`src/rtl/mult_seq_ctrl.sv`:
```
// Control FSM for the signed shift-add multiplier: clears/loads the X/A/B
// datapath, then runs WIDTH add/shift iterations (subtract on the last one).
module mult_seq_ctrl #(
    parameter int WIDTH = 8
) (
    input  logic Clk,
    input  logic Reset_n,
    input  logic Run,
    input  logic ClearA_LoadB,
    input  logic M,
    output logic Clr_Ld,
    output logic Clr_XA,
    output logic Add,
    output logic Sub,
    output logic Shift,
    output logic Busy
);

    localparam int CW = $clog2(WIDTH) + 1;

    localparam logic [2:0] S_IDLE  = 3'd0;
    localparam logic [2:0] S_CLR   = 3'd1;
    localparam logic [2:0] S_ADD   = 3'd2;
    localparam logic [2:0] S_SHIFT = 3'd3;
    localparam logic [2:0] S_HOLD  = 3'd4;

    localparam logic [CW-1:0] LAST = CW'(WIDTH - 1);

    logic [2:0]    state_q, state_d;
    logic [CW-1:0] count_q, count_d;

    always_comb begin
        // NOTE: every output and next-state value gets a default first so no
        // path through the case leaves a signal unassigned (which infers a latch).
        state_d = state_q;
        count_d = count_q;
        Clr_Ld  = 1'b0;
        Clr_XA  = 1'b0;
        Add     = 1'b0;
        Sub     = 1'b0;
        Shift   = 1'b0;
        Busy    = 1'b0;

        case (state_q)
            S_IDLE: begin
                // Run wins over a simultaneous load request; a held reset
                // keeps the level-sensitive load strobe quiet.
                if (Run) begin
                    state_d = S_CLR;
                end else begin
                    Clr_Ld = ClearA_LoadB & Reset_n;
                end
            end
            S_CLR: begin
                Clr_XA  = 1'b1;
                Busy    = 1'b1;
                count_d = '0;
                state_d = S_ADD;
            end
            S_ADD: begin
                Busy    = 1'b1;
                Add     = M & (count_q != LAST);
                Sub     = M & (count_q == LAST);
                state_d = S_SHIFT;
            end
            S_SHIFT: begin
                Shift = 1'b1;
                Busy  = 1'b1;
                // The counter is parked at zero on the last iteration so it
                // never holds a value beyond WIDTH-1 while waiting in HOLD.
                if (count_q == LAST) begin
                    count_d = '0;
                    state_d = S_HOLD;
                end else begin
                    count_d = count_q + 1'b1;
                    state_d = S_ADD;
                end
            end
            S_HOLD: begin
                if (!Run) begin
                    state_d = S_IDLE;
                end
            end
            default: begin
                state_d = S_IDLE;
                count_d = '0;
            end
        endcase
    end

    always_ff @(posedge Clk) begin
        // NOTE: state registers use non-blocking assignments so every flop
        // samples the pre-edge values regardless of statement order.
        if (!Reset_n) begin
            state_q <= S_IDLE;
            count_q <= '0;
        end else begin
            state_q <= state_d;
            count_q <= count_d;
        end
    end

endmodule

```
`config.mk`:
```
export PLATFORM = sky130hd
export DESIGN_NAME = mult_seq_ctrl
export DESIGN_NICKNAME = d
export VERILOG_FILES = /design/src/rtl/mult_seq_ctrl.sv
export SDC_FILE = /design/constraint.sdc
export NUM_CORES = 1
export LEC_CHECK = 0
export CAP_MARGIN = 40
export CORE_AREA = 3 3 40 42
export DETAILED_ROUTE_END_ITERATION = 8
export DIE_AREA = 0 0 43 45
export PLACE_DENSITY_LB_ADDON = 0.2
export SETUP_SLACK_MARGIN = 0.02
export SLEW_MARGIN = 20
export SYNTH_ARGS = -nofsm -noshare
export SYNTH_HDL_FRONTEND = slang
export SYNTH_SLANG_ARGS = --single-unit
```
`constraint.sdc`:
```
create_clock -name Clk -period 1.6 [get_ports Clk]
set_input_delay 0.24 -clock Clk [delete_from_list [all_inputs] [get_ports Clk]]
set_output_delay 0.24 -clock Clk [all_outputs]
set_load 0.02 [all_outputs]
```
==> metrics <==
htree depth=1; CP Launch Type=register; detailed placer's ending HPWL=741 um; Root Buffer=clkbuf_4; total gr overflow=0; die area=just under 0.002 mm^2; Leakage Power=~0.27 nW; Tot GR Track Use=11.0%; largest area contributor in the netlist=dfxtp_1; Vias per Instance=4.91; Synth async-reset ratio=0%; first-pass iteration count of the detailed router=4; Cell Area, Synth=373 um^2; Synth top area share=37.6%; pwr dens=733 mW/mm^2; RSZ-0062 raised after global routing=no; Crit. End Element=primary output; CP max stage cell=dlygate4sd2_1; Syn Area/Cell=just over 8 um^2; CTS tree=yes; critical path type=reg -> out; DR WL met3=67 um; Setup Skew=just over 0.003 ns; drt drc=0; ys flop type=dfxtp_1; initial antenna violation count=0; vias post-DR=approximately 430; vias in the first global route=375; I/O Buffers=10; Worst Path Buf+Inv=2; Setup violations, final=0; relative slew slack=83.6%; fill count=130; CP delay by family, top=buffers and inverters; Hold-fix buffers, CTS=0; die height=45 um; Synthesized Nets=52; sequential area share after synthesis=37.6%; CTS Buf Count=3; pre-CTS WS=-0.183 ns; ANT nets after route=0; IO Count=11; Worst-path clk slew=0.06 ns; count of different cell masters after synthesis=24; synth top area cells=dfxtp_1 (38%), nor2_1 (8.1%), nand2_1 (5.0%); Yosys warning count=0; initial core utilization=29.0%; Post-synth EDFFs=0; metal2 WL=414 um; Fin Hold WS=0.503 ns; Max Cap Violations=0; CTS Sinks=7; most frequent cell after synthesis=nor2_1; sequential cell area=140 um^2; nets@finish=80; setup TNS=0 ns; WL per Instance=11.1 um; Hold Crit Class=reg -> reg; post-layout minimum cycle time=1.55 ns; routability cong.=0.714; top cells by count, synth=nor2_1 (8), dfxtp_1 (7), nand2_1 (5); Final WS setup=about 0.053 ns; f_max=around 650 MHz; global-route wire length before repair=approximately 1.5 mm; Clock power frac=~38%; Area Growth Syn to Fin=63.4%; P_sw=121 uW; final wirelength=980 um; Clock Path Buffers=2; Final Max Tran Viols=0; crit-path cells=buf_4, and3b_2, dlygate4sd2_1; layout cell share with drive strength beyond 1=approximately 34%; First DRT Iteration DRCs=8; Core Footprint=roughly 0.0013 mm^2; Gate power share=roughly a fifth; sequential group share of total power=41.5%; Worst EP required=1.36 ns; Largest stage delay, worst path=around 0.34 ns; VDD IR-drop max=0.268 mV; CP max FO=7; final hold viol count=0; post-synthesis register bit count=7; status=finished, final reports clean; highest metal used=met4; Internal=325 uW; Post-Syn Instances=46; Die W=around 43 um; worst slew pin tran=approximately 0.24 ns; Worst Path Arrival=1.31 ns; area of the multi-input gates=about 220 um^2; met1 WL=around 470 um; final period utilization=~97%; FP Rows=13; largest net degree at the start of global routing=9; worst skew pair latency=0.26 ns; switching portion of total power=a little over a quarter; ANT cells=0
## metal layers
metal	GRT usage [%]	vias up
li1	-	222
met1	13.0	193
met3	3.98	4
met4	9.04	0
met2	15.9	13
met5	0	-
## repair_timing
action / CTS / global route
setup buffers: 0 / 0
setup endpoints to repair: 6 / 5
pin swaps: 0 / 1
resized for setup: 11 / 7
## registers in the layout (all words and copies together), names as in the netlist
register  flops
state_q       3
count_q       4
## final timing paths
check / startpoint / to / slack, ns / cells after the start
max: state_q[2]$_SDFFE_PN0P_ / Shift / 0.05 / 3
min: count_q[3]$_SDFFE_PN0N_ / count_q[3]$_SDFFE_PN0N_ / 0.50 / 2
max reg2reg: count_q[0]$_SDFFE_PN0N_ / count_q[0]$_SDFFE_PN0N_ / 0.10 / 5
min reg2reg: count_q[3]$_SDFFE_PN0N_ / count_q[3]$_SDFFE_PN0N_ / 0.50 / 2
## power by group through the flow
stage	Clock (mW)	Sequential [mW]	Combinational [mW]
after floorplan	0	0.186	0.0424
final	0.169	0.185	0.0917
after global placement	0	0.189	0.0981
after CTS	0.174	0.185	0.0918
after global routing	0.180	0.186	0.0995
after detailed placement	0	0.189	0.0973
## placed cells by master, fill, tap and decap left out, types with 2 or more instances in the layout
master / count
a32oi_1: 2
and3b_2: 2
buf_4: 15
clkbuf_2: 2
clkbuf_4: 3
clkdlybuf4s15_1: 2
clkdlybuf4s50_1: 4
dfxtp_1: 7
nand2_1: 5
nand3_1: 3
nor2_1: 7
nor2b_1: 3
## worst reg2reg max path, delay by kind of cell, from the launching register on
family / cells / cell delay (ns)
flops: 1 / 0.31
compound gates: 1 / 0.12
fa+ha+maj: 1 / 0.19
simple gates: 2 / 0.67
buf+inv: 1 / 0.14
## cells by family (layout without fill, tap and decap cells)
group                    after synthesis  count (layout)  share of synthesized area, %
flip-flops                             7               7                          37.6
buffers and inverters                  3              30                          4.03
AND/OR/NAND/NOR                       26              26                          36.9
AO/OA/AOI/OAI                          9               9                          18.1
adder cells (fa/ha/maj)                1               1                          3.36
## cell type report
cell class	count	share of cell area (%)
clock buffer	4	4.31
inverter	1	0.616
multi-input combinational	36	36.8
sequential	7	23.0
tap	15	3.08
timing repair buffer	25	32.2
## through the flow
stage                     area [um^2]  power (mW)  cells  util [%]
after floorplan                   373       0.229     46         -
after global placement            593       0.287     84      46.2
after detailed placement          593       0.286     84      46.2
after CTS                         612       0.451     88      47.6
after global routing              609       0.465     88      47.4
final                             609       0.446     88      47.4
(Power assumes the default switching activity.)
